===== src/rtl/pr_bus_pkg.sv =====
// Shared types for the CPU/DMA peripheral-bus arbiter.
// Holds FSM state, master id and the latched bus request record.
package pr_bus_pkg;

  typedef enum logic [1:0] {
    IDLE,
    OWN_CPU,
    OWN_DMA
  } arb_state_t;

  typedef enum logic {
    M_CPU,
    M_DMA
  } arb_master_t;

  typedef struct packed {
    logic [31:2] addr;
    logic [31:0] wd;
    logic [3:0]  be;
    logic        we;
  } bus_req_t;

endpackage


===== src/rtl/pr_bus_arbiter_if.sv =====
// CPU, DMA and bridge signals of the peripheral-bus arbiter.
// slave: arbiter view; master: requester/bridge environment view.
interface pr_bus_arbiter_if;

  logic        cpu_req;
  logic [31:2] cpu_addr;
  logic [31:0] cpu_wd;
  logic [3:0]  cpu_be;
  logic        cpu_we;
  logic        cpu_ack;
  logic [31:0] cpu_rd;
  logic        cpu_stall;

  logic        dma_req;
  logic [31:2] dma_addr;
  logic [31:0] dma_wd;
  logic [3:0]  dma_be;
  logic        dma_we;
  logic        dma_lock;
  logic        dma_ack;
  logic [31:0] dma_rd;

  logic [31:2] PrAddr;
  logic [31:0] PrWD;
  logic [3:0]  PrBE;
  logic        IOWrite;
  logic [31:0] PrRD;
  logic        PrReady;
  logic        bus_err;

  modport slave (
    input  cpu_req, cpu_addr, cpu_wd,
    input  cpu_be, cpu_we,
    input  dma_req, dma_addr, dma_wd,
    input  dma_be, dma_we, dma_lock,
    input  PrRD, PrReady,
    output cpu_ack, cpu_rd, cpu_stall,
    output dma_ack, dma_rd,
    output PrAddr, PrWD, PrBE,
    output IOWrite, bus_err
  );

  modport master (
    output cpu_req, cpu_addr, cpu_wd,
    output cpu_be, cpu_we,
    output dma_req, dma_addr, dma_wd,
    output dma_be, dma_we, dma_lock,
    output PrRD, PrReady,
    input  cpu_ack, cpu_rd, cpu_stall,
    input  dma_ack, dma_rd,
    input  PrAddr, PrWD, PrBE,
    input  IOWrite, bus_err
  );

endinterface


===== src/rtl/pr_arb_timeout.sv =====
// Owner wait-state counter for the bus arbiter.
// expired fires on the LIMIT-th consecutive cycle without PrReady.
module pr_arb_timeout #(
  parameter int unsigned LIMIT = 15
) (
  input  logic clk,
  input  logic rst,
  input  logic clr,
  input  logic tick,
  output logic expired
);

  localparam logic [7:0] LAST = 8'(LIMIT - 1);

  logic [7:0] cnt;

  always_ff @(posedge clk) begin
    if (rst) begin
      cnt <= '0;
    end else if (clr) begin
      cnt <= '0;
    end else if (tick) begin
      cnt <= cnt + 8'd1;
    end
  end

  assign expired = tick & (cnt == LAST);

endmodule


===== src/rtl/pr_bus_arbiter.sv =====
// CPU/DMA arbiter in front of the peripheral bridge.
// Optional owner timeout with bus_err: define PR_ARB_TIMEOUT_EN.
module pr_bus_arbiter #(
  parameter int unsigned TIMEOUT_CYCLES = 15,
  parameter int unsigned MAX_LOCK       = 8
) (
  input logic             clk,
  input logic             rst,
  pr_bus_arbiter_if.slave bus
);
  import pr_bus_pkg::*;

  localparam logic [7:0] LOCK_LAST = 8'(MAX_LOCK - 1);

  arb_state_t  state, state_nxt;
  arb_master_t last_grant, last_nxt;
  logic [7:0]  lock_cnt, lock_nxt;
  bus_req_t    q, q_nxt;
  bus_req_t    cpu_r, dma_r;

  logic own_cpu, own_dma, owner;
  logic done, expired, stay;
  logic cpu_ack, dma_ack;
  logic tmo_clr, tmo_tick;

  assign cpu_r = {bus.cpu_addr, bus.cpu_wd,
                  bus.cpu_be, bus.cpu_we};
  assign dma_r = {bus.dma_addr, bus.dma_wd,
                  bus.dma_be, bus.dma_we};

  assign own_cpu  = (state == OWN_CPU);
  assign own_dma  = (state == OWN_DMA);
  assign owner    = own_cpu | own_dma;
  assign done     = owner & (bus.PrReady | expired);
  assign tmo_clr  = ~owner | done;
  assign tmo_tick = owner & ~bus.PrReady;

`ifdef PR_ARB_TIMEOUT_EN
  pr_arb_timeout #(
    .LIMIT(TIMEOUT_CYCLES)
  ) u_tmo (
    .clk     (clk),
    .rst     (rst),
    .clr     (tmo_clr),
    .tick    (tmo_tick),
    .expired (expired)
  );
`else
  localparam logic [7:0] TMO8 = 8'(TIMEOUT_CYCLES);
  logic unused_tmo;
  assign unused_tmo = ^{TMO8, tmo_clr, tmo_tick};
  assign expired    = 1'b0;
`endif

  // a locked burst only continues on a real completion
  assign stay = bus.PrReady & bus.dma_lock
              & bus.dma_req
              & (lock_cnt < LOCK_LAST);

  always_comb begin
    state_nxt = state;
    last_nxt  = last_grant;
    lock_nxt  = lock_cnt;
    q_nxt     = q;
    unique case (state)
      IDLE: begin
        if (bus.cpu_req &&
            (!bus.dma_req || last_grant == M_DMA)) begin
          state_nxt = OWN_CPU;
          q_nxt     = cpu_r;
        end else if (bus.dma_req) begin
          state_nxt = OWN_DMA;
          q_nxt     = dma_r;
        end
      end
      OWN_CPU: begin
        if (done) begin
          state_nxt = IDLE;
          last_nxt  = M_CPU;
        end
      end
      OWN_DMA: begin
        if (done) begin
          last_nxt = M_DMA;
          if (stay) begin
            q_nxt    = dma_r;
            lock_nxt = lock_cnt + 8'd1;
          end else begin
            state_nxt = IDLE;
            lock_nxt  = '0;
          end
        end
      end
      default: begin
        state_nxt = IDLE;
      end
    endcase
  end

  always_ff @(posedge clk) begin
    if (rst) begin
      state      <= IDLE;
      last_grant <= M_DMA;
      lock_cnt   <= '0;
      q          <= '0;
    end else begin
      state      <= state_nxt;
      last_grant <= last_nxt;
      lock_cnt   <= lock_nxt;
      q          <= q_nxt;
    end
  end

  assign cpu_ack = own_cpu & done;
  assign dma_ack = own_dma & done;

  assign bus.cpu_ack   = cpu_ack;
  assign bus.dma_ack   = dma_ack;
  assign bus.cpu_rd    = (cpu_ack & bus.PrReady)
                       ? bus.PrRD : '0;
  assign bus.dma_rd    = (dma_ack & bus.PrReady)
                       ? bus.PrRD : '0;
  assign bus.cpu_stall = bus.cpu_req & ~cpu_ack;

  assign bus.PrAddr  = q.addr;
  assign bus.PrWD    = q.wd;
  assign bus.PrBE    = q.be;
  assign bus.IOWrite = owner & q.we & ~expired;
  assign bus.bus_err = expired;

endmodule


===== src/flat_wrapper.sv =====
// flat-port wrapper written by rule: the top's interface ports become plain ports
module pr_bus_arbiter_flat import pr_bus_pkg::*;
#(
  parameter int unsigned TIMEOUT_CYCLES = 15,
  parameter int unsigned MAX_LOCK       = 8
)
  (clk, rst, bus_cpu_req, bus_cpu_addr, bus_cpu_wd, bus_cpu_be, bus_cpu_we, bus_dma_req, bus_dma_addr, bus_dma_wd, bus_dma_be, bus_dma_we, bus_dma_lock, bus_PrRD, bus_PrReady, bus_cpu_ack, bus_cpu_rd, bus_cpu_stall, bus_dma_ack, bus_dma_rd, bus_PrAddr, bus_PrWD, bus_PrBE, bus_IOWrite, bus_bus_err);
  pr_bus_arbiter_if bus_i ();
  input logic clk;
  input logic rst;
  input wire logic [$bits(bus_i.cpu_req)-1:0] bus_cpu_req;
  input wire logic [$bits(bus_i.cpu_addr)-1:0] bus_cpu_addr;
  input wire logic [$bits(bus_i.cpu_wd)-1:0] bus_cpu_wd;
  input wire logic [$bits(bus_i.cpu_be)-1:0] bus_cpu_be;
  input wire logic [$bits(bus_i.cpu_we)-1:0] bus_cpu_we;
  input wire logic [$bits(bus_i.dma_req)-1:0] bus_dma_req;
  input wire logic [$bits(bus_i.dma_addr)-1:0] bus_dma_addr;
  input wire logic [$bits(bus_i.dma_wd)-1:0] bus_dma_wd;
  input wire logic [$bits(bus_i.dma_be)-1:0] bus_dma_be;
  input wire logic [$bits(bus_i.dma_we)-1:0] bus_dma_we;
  input wire logic [$bits(bus_i.dma_lock)-1:0] bus_dma_lock;
  input wire logic [$bits(bus_i.PrRD)-1:0] bus_PrRD;
  input wire logic [$bits(bus_i.PrReady)-1:0] bus_PrReady;
  output wire logic [$bits(bus_i.cpu_ack)-1:0] bus_cpu_ack;
  output wire logic [$bits(bus_i.cpu_rd)-1:0] bus_cpu_rd;
  output wire logic [$bits(bus_i.cpu_stall)-1:0] bus_cpu_stall;
  output wire logic [$bits(bus_i.dma_ack)-1:0] bus_dma_ack;
  output wire logic [$bits(bus_i.dma_rd)-1:0] bus_dma_rd;
  output wire logic [$bits(bus_i.PrAddr)-1:0] bus_PrAddr;
  output wire logic [$bits(bus_i.PrWD)-1:0] bus_PrWD;
  output wire logic [$bits(bus_i.PrBE)-1:0] bus_PrBE;
  output wire logic [$bits(bus_i.IOWrite)-1:0] bus_IOWrite;
  output wire logic [$bits(bus_i.bus_err)-1:0] bus_bus_err;
  assign bus_i.cpu_req = bus_cpu_req;
  assign bus_i.cpu_addr = bus_cpu_addr;
  assign bus_i.cpu_wd = bus_cpu_wd;
  assign bus_i.cpu_be = bus_cpu_be;
  assign bus_i.cpu_we = bus_cpu_we;
  assign bus_i.dma_req = bus_dma_req;
  assign bus_i.dma_addr = bus_dma_addr;
  assign bus_i.dma_wd = bus_dma_wd;
  assign bus_i.dma_be = bus_dma_be;
  assign bus_i.dma_we = bus_dma_we;
  assign bus_i.dma_lock = bus_dma_lock;
  assign bus_i.PrRD = bus_PrRD;
  assign bus_i.PrReady = bus_PrReady;
  assign bus_cpu_ack = bus_i.cpu_ack;
  assign bus_cpu_rd = bus_i.cpu_rd;
  assign bus_cpu_stall = bus_i.cpu_stall;
  assign bus_dma_ack = bus_i.dma_ack;
  assign bus_dma_rd = bus_i.dma_rd;
  assign bus_PrAddr = bus_i.PrAddr;
  assign bus_PrWD = bus_i.PrWD;
  assign bus_PrBE = bus_i.PrBE;
  assign bus_IOWrite = bus_i.IOWrite;
  assign bus_bus_err = bus_i.bus_err;
  pr_bus_arbiter #(.TIMEOUT_CYCLES(TIMEOUT_CYCLES), .MAX_LOCK(MAX_LOCK)) u_core (.clk(clk), .rst(rst), .bus(bus_i));
endmodule

===== config.mk =====
export PLATFORM = sky130hd
export DESIGN_NAME = pr_bus_arbiter_flat
export DESIGN_NICKNAME = d
export VERILOG_FILES = /design/src/rtl/pr_bus_pkg.sv /design/src/rtl/pr_bus_arbiter_if.sv /design/src/rtl/pr_arb_timeout.sv /design/src/rtl/pr_bus_arbiter.sv /design/src/flat_wrapper.sv
export SDC_FILE = /design/constraint.sdc
export NUM_CORES = 1
export LEC_CHECK = 0
export CAP_MARGIN = 0
export CORE_AREA = 2 2 119 121
export DETAILED_ROUTE_END_ITERATION = 12
export DIE_AREA = 0 0 121 123
export PLACE_DENSITY_LB_ADDON = 0.2
export SYNTH_ARGS = -nofsm -noshare
export SYNTH_HDL_FRONTEND = slang
export SYNTH_SLANG_ARGS = --single-unit

===== constraint.sdc =====
create_clock -name clk -period 2.7 [get_ports clk]
set_input_delay 0.405 -clock clk [delete_from_list [all_inputs] [get_ports clk]]
set_output_delay 0.405 -clock clk [all_outputs]
set_load 0.03 [all_outputs]

==> results of run 1 <==
-- path summary, 6_finish.rpt --
check | endpoint | slack (ps) | cells past startpoint
setup / recovery | bus_cpu_stall | 220 | 5
hold / removal | u_core.last_grant$_SDFFE_PP1P_ | 460 | 1
setup reg to reg | u_core.bus.PrAddr[21]$_SDFFE_PP0P_ | 520 | 7
hold reg to reg | u_core.last_grant$_SDFFE_PP1P_ | 460 | 1
-- per-layer routing --
metal  global-route usage  vias to the layer above  wire length (um)
li1                     -                     2232                 -
met1               0.2217                     2099              5819
met2               0.3308                      179              7425
met3              0.04797                       23              1073
met4              0.06541                        0               348
met5                    0                        -                 0
-- power breakdown --
| part | total [mW] | internal [mW] | switching (mW) |
|---|---|---|---|
| registers | 1.63 | 1.46 | 0.170 |
| clock network | 1.20 | 0.722 | 0.474 |
| logic | 2.91 | 1.28 | 1.64 |
| total | 5.74 | 3.46 | 2.28 |
-- per-stage QoR --
| stage | power (mW) | cells | setup slack [ps] | util | hold WS, ps |
|---|---|---|---|---|---|
| 3_5_place_dp | 4.583 | 904 | 199.5 | 0.5291 | 445.5 |
| 2_1_floorplan | 3.784 | 520 | 511.2 | - | 427.1 |
| 6_report | 5.743 | 920 | 218.4 | 0.5511 | 464.4 |
| 4_1_cts | 5.802 | 920 | 183.8 | 0.5511 | 466.7 |
| 3_3_place_gp | 4.526 | 904 | 281.5 | 0.5291 | 446.6 |
| 5_1_grt | 6.055 | 920 | 114.2 | 0.5511 | 486.0 |
-- worst reg2reg max path, cell delays in order, from the launching register on --
cell	delay, ps
dfxtp_1	330
inv_1	90
ha_1	300
inv_1	170
o41ai_4	490
buf_4	370
a21oi_1	130
a211oi_1	230
-- cells in the final DEF (no fill, tap or decap), drive strengths merged, types with 8 or more instances in the layout --
master,netlist,layout
clkdlybuf4s50,0,238
a211oi,67,67
buf,85,82
a21oi,71,71
nor2,8,8
and3,34,34
mux2i,67,67
dfxtp,78,78
and2,35,35
clkbuf,31,10
-- state kept, by name, summed over array words and instances, names as in the netlist --
| register | flops |
|---|---|
| u_core.q | 1 |
| u_core.lock_cnt | 8 |
| u_core.state | 2 |
| u_core.bus.PrBE | 4 |
| u_core.bus.PrWD | 32 |
| u_core.bus.PrAddr | 30 |
| u_core.last_grant | 1 |
-- kinds of logic after synthesis --
logic type / count (synthesis)
AO/OA/AOI/OAI: 147
buffers and inverters: 121
AND/OR/NAND/NOR: 97
flip-flops: 78
multiplexers: 68
adder cells (fa/ha/maj): 4
XOR/XNOR: 4
other: 1
-- final cells by class --
type,count,area [um^2]
Timing Repair Buffer,320,3070
Tap cell,180,225.2
Clock inverter,6,70.07
Sequential cell,78,1562
Fill cell,1266,6111
Clock buffer,10,229.0
Inverter,5,18.77
Multi-Input combinational cell,321,2326
==> results.json, run 1 <==
{
  "status": "finished clean",
  "fin_area_um2": 7501,
  "synth_top_area_share": 0.3384,
  "first_pass_iters": 4,
  "antenna_found_initial": 0,
  "cts_tree": "yes",
  "required_ps": 2300,
  "clockBufferDepth": 2,
  "drt-total-wl_um": 14670,
  "synthAdderAreaFrac": 0.01085,
  "worst_slew_pin_slew_ps": 526.0,
  "rsz0062_at_grt": "no",
  "path_cells": "inv_1 > ha_1 > and3_1 > nor2b_1 > clkdlybuf4s50_1",
  "syn_nets": 696,
  "hold_path.class": "flop to flop",
  "ioPinCount": 307,
  "muxShareOfSynthArea": 0.1478,
  "initial_core_util": 0.3390,
  "ys_warn_count": 0,
  "first_iter_violations": 118,
  "period_share": 0.9191,
  "final_nets": 911,
  "drc": 0,
  "post_cts_buffers": 0,
  "gr-total-overflow": 0,
  "path_buf_inv": 2,
  "synthXorXnorAreaFrac": 0.007592,
  "grt_max_degree": 55,
  "end_kind": "primary output",
  "vias": 4533,
  "routed_via_density": 4.927,
  "synth.area.top_cells": "dfxtp_1 (34%), mux2i_1 (15%), buf_4 (13%), a211oi_1 (11%), a21oi_1 (7.7%)",
  "critPathMaxStageDelay_ps": 690,
  "crit_family": "buffers and inverters",
  "io_buffer_count": 305,
  "clk_latency_ps": 330,
  "place_area_um2": 7202,
  "max_freq_mhz": 403.0,
  "tns_ps": 0,
  "path_max_fanout": 3,
  "synthFlopType": "dfxtp_1",
  "yosysTopAreaCell": "dfxtp_1",
  "grt_pass1_wl_um": 22430,
  "grt_use_total": 0.1879,
  "cts.sink_count": 78,
  "synth-edff-count": 0,
  "area_delta_synth_final_pct": 62.55,
  "synth_area_um2": 4614,
  "p_leak_nw": 3.248,
  "htreeDepth": 3,
  "maxCapViolations": 0,
  "ir_drop_mv": 0.3055,
  "synth_top_family_by_area": "compound AO/OA/AOI/OAI gates",
  "die_h_um": 123,
  "cts_resized": 0,
  "num_rows": 43,
  "synth_top_cells_by_count": "dfxtp_1 (78), buf_4 (77), a21oi_1 (71), a211oi_1 (67), mux2i_1 (67)",
  "arrival_ps": 2080,
  "diodes": 0,
  "fin_skew_ps": 11.63,
  "hpwl_um": 11270,
  "startpoint_type": "flop",
  "timing_worst_setup_path_type": "flop to primary output",
  "synth_compound_area_frac": 0.2050,
  "dieArea_um2": 14880,
  "yosys.area_share.simple": 0.1266,
  "drive_above_1_share": 0.1392,
  "die_w_um": 121,
  "core-area_um2": 13610,
  "grt_pass1_vias": 4407,
  "cts.reportedPaths.clkPinSlew_ps": 50,
  "synth-seq-area-share": 0.3384,
  "maxSlewViolCount": 0,
  "yosysUniqueCellTypes": 39,
  "synth-seq-cells": 78,
  "place_congestion": 0.8726,
  "drt-wirelength-per-cell_um": 15.94,
  "relSlewSlack": 0.6486,
  "setup_viol": 0,
  "hold_viol": 0,
  "cts_inserted_buffers": 9,
  "synthMostInstantiatedCell": "dfxtp_1",
  "critPathSlowestCell": "clkdlybuf4s50_1",
  "min_from": "u_core.last_grant$_SDFFE_PP1P_",
  "synth.avg_cell_area_um2": 8.874,
  "synthArstFlopShare": 0,
  "critPathLaunch": "u_core.state[0]$_SDFFE_PP0P_",
  "period_minus_slack_ps": 2482,
  "synth_cells": 520,
  "regToRegStartpoint": "u_core.state[0]$_SDFFE_PP0P_",
  "postRouteAntennaNets": 0,
  "pwr_density_cell_nw_per_um2": 765.6,
  "hold_buffers": 0,
  "cts_root_buf": "clkbuf_16"
}
No activity file was read; power rests on OpenSTA's default activity.
==> run 2: changes to the inputs <==
--- a/config.mk
+++ b/config.mk
@@ -5,11 +5,11 @@
 export SDC_FILE = /design/constraint.sdc
 export NUM_CORES = 1
 export LEC_CHECK = 0
-export CAP_MARGIN = 0
-export CORE_AREA = 2 2 119 121
+export CAP_MARGIN = 10
+export CORE_UTILIZATION = 39
 export DETAILED_ROUTE_END_ITERATION = 12
-export DIE_AREA = 0 0 121 123
 export PLACE_DENSITY_LB_ADDON = 0.2
 export SYNTH_ARGS = -nofsm -noshare
 export SYNTH_HDL_FRONTEND = slang
+export SYNTH_HIERARCHICAL = 1
 export SYNTH_SLANG_ARGS = --single-unit
==> run 2 against run 1 <==
Against the previous run:
- count of clock-buffer cells in the layout grew 1
- fmax fell by 1.9%
- clock skew decreased by 5.2 ps
- non-clock buffer count decreased by 3
- global-route usage is 3.1 points higher
- critical endpoint unchanged
==> results.json, run 2 <==
{
  "status": "finished clean",
  "pwr_density_cell_nw_per_um2": 740.3,
  "synth_compound_area_frac": 0.1806,
  "arrival_ps": 2120,
  "maxSlewViolCount": 0,
  "min_from": "u_core/bus.PrAddr[7]$_SDFFE_PP0P_",
  "dpl.cell_count": 1033,
  "crit_family": "buffers and inverters",
  "final_cell_count_no_fill": 1049,
  "place_area_um2": 7918,
  "hold_viol": 0,
  "period_share": 0.9369,
  "grt_pass1_wl_um": 25210,
  "wl_met2_um": 8038,
  "ioPinCount": 307,
  "synth-edff-count": 0,
  "maxCapViolations": 0,
  "yosys.area_share.simple": 0.1946,
  "cts.reportedPaths.clkPinSlew_ps": 60,
  "dieArea_um2": 14460,
  "initial_core_util": 0.4052,
  "grt_use_total": 0.2186,
  "synth_top_cells_by_count": "dfxtp_1 (78), a21oi_1 (70), buf_4 (70), inv_1 (69)",
  "largest_register_ffs": 32,
  "synth.area.top_cells": "dfxtp_1 (29%), mux2i_1 (12%), a211o_1 (11%), buf_4 (9.6%), nand2b_1 (7.8%)",
  "synthAdderAreaFrac": 0.009181,
  "hold_path.class": "flop to flop",
  "ir_drop_mv": 0.4871,
  "synthMostInstantiatedCell": "dfxtp_1",
  "drive_above_1_share": 0.1145,
  "fillCellCount": 1199,
  "tns_ps": 0,
  "htreeDepth": 3,
  "dr.max_layer_used": "met4",
  "p_leak_nw": 3.882,
  "synthArstFlopShare": 0,
  "setup_viol": 0,
  "syn_nets": 842,
  "required_ps": 2300,
  "critPathLaunch": "u_core/state[0]$_SDFFE_PP0P_",
  "yosysUniqueCellTypes": 36,
  "grt_pass1_vias": 5042,
  "core-area_um2": 13450,
  "wl_met1_um": 6617,
  "final_common_cell": "clkdlybuf4s50_1",
  "path_max_fanout": 5,
  "synthXorXnorAreaFrac": 0.009640,
  "synth_top_family_by_area": "simple AND/OR/NAND/NOR gates",
  "num_rows": 42,
  "hpwl_um": 11930,
  "postRouteAntennaNets": 0,
  "die_h_um": 120.2,
  "diodes": 0,
  "wl_met3_um": 1377,
  "synth_cells": 666,
  "first_pass_iters": 7,
  "fin_skew_ps": 6.413,
  "io_buffer_count": 305,
  "timing_worst_setup_path_type": "flop to primary output",
  "synthFlopType": "dfxtp_1",
  "cts.sink_count": 78,
  "routed_via_density": 4.910,
  "synth-seq-area-share": 0.2864,
  "fin_util": 0.6122,
  "fin_area_um2": 8235,
  "end_kind": "primary output",
  "yosysTopAreaCell": "dfxtp_1",
  "area_delta_synth_final_pct": 51.07,
  "gr-total-overflow": 0,
  "critPathSlowestCell": "clkdlybuf4s50_1",
  "rsz0062_at_grt": "no",
  "cts_tree": "yes",
  "ys_warn_count": 6,
  "die_w_um": 120.2,
  "place_congestion": 0.7727,
  "relSlewSlack": 0.6093,
  "cts_root_buf": "clkbuf_16",
  "vias": 5151,
  "setup_ws_ps": 170.5,
  "clockBufferDepth": 2,
  "dp_slack_ps": 332.9,
  "synth_area_um2": 5451,
  "totalPowerFinal_mw": 6.097,
  "antenna_found_initial": 0,
  "cts_inserted_buffers": 9,
  "drt-total-wl_um": 16250,
  "synth_top_area_share": 0.2864,
  "period_minus_slack_ps": 2529,
  "synth-seq-cells": 78,
  "muxShareOfSynthArea": 0.1249,
  "regToRegStartpoint": "u_core/state[0]$_SDFFE_PP0P_",
  "max_freq_mhz": 395.3,
  "startpoint_type": "flop",
  "grt_max_degree": 77,
  "final_nets": 1044,
  "finalHoldWorstSlack_ps": 473.2,
  "drt-wirelength-per-cell_um": 15.49,
  "worst_slew_pin_slew_ps": 586.1,
  "synth.avg_cell_area_um2": 8.185,
  "drc": 0,
  "critPathMaxStageDelay_ps": 680,
  "path_cells": "inv_1 > ha_1 > and3_1 > nor2b_1 > clkdlybuf4s50_1",
  "first_iter_violations": 170,
  "layout_common_cells": "clkdlybuf4s50_1 (238), dfxtp_1 (78), buf_4 (75)",
  "path_buf_inv": 2,
  "clk_latency_ps": 340
}
[run 2: cell count changes in the layout (fill, tap and decap cells not counted), sizes merged, moves of 3 or more]
cell / delta
a211o: +66
buf: -3
a211oi: -67
nor2b: +4
nand2b: +65
inv: +65
o21ai: +3
clkinv: -3
nand4: +4
[run 2: power breakdown]
| part | leakage (nW) | switching [mW] | internal [mW] |
|---|---|---|---|
| Sequential | 0.644 | 0.173 | 1.49 |
| Combinational | 3.08 | 1.72 | 1.42 |
| Clock | 0.154 | 0.491 | 0.814 |
| Total | 3.88 | 2.38 | 3.72 |
[run 2: worst paths after layout]
path | to | slack [ps] | cells after the start
worst max-delay path | bus_cpu_stall | 170 | 5
worst min-delay path | u_core/bus.PrAddr[7]$_SDFFE_PP0P_ | 470 | 2
worst max register to register | u_core/bus.PrWD[13]$_SDFFE_PP0P_ | 640 | 7
worst min register to register | u_core/bus.PrAddr[7]$_SDFFE_PP0P_ | 470 | 2
[run 2: worst min-delay path, stage by stage, from the launching register on]
cell	delay [ps]
dfxtp_1	310
nand2b_1	60
mux2i_1	60
[run 2: cell families after synthesis]
logic type	Yosys count
mux	68
compound gates	144
simple gates	170
flops	78
fa+ha+maj	4
other cells	1
buf+inv	195
xor+xnor	6
[run 2: layout make-up]
class / count / area (um^2) / share of cell area
repair buffers: 317 / 3025 / 0.3674
multi-input cells: 393 / 2854 / 0.3466
flip-flops and latches: 78 / 1562 / 0.1896
inverters: 69 / 259.0 / 0.03145
clock buffers: 11 / 232.7 / 0.02826
well taps: 176 / 220.2 / 0.02674
clock inverters: 5 / 82.58 / 0.01003
[run 2: per-layer routing]
metal | track usage | vias up
met2 | 0.3861 | 199
met5 | 0 | -
met3 | 0.07358 | 16
li1 | - | 2573
met1 | 0.2526 | 2363
met4 | 0.05247 | 0
[run 2: what timing repair did]
item,CTS,global route
setup endpoints to repair,0,1
resized for setup,0,1
setup buffers,0,0
hold buffers,0,0
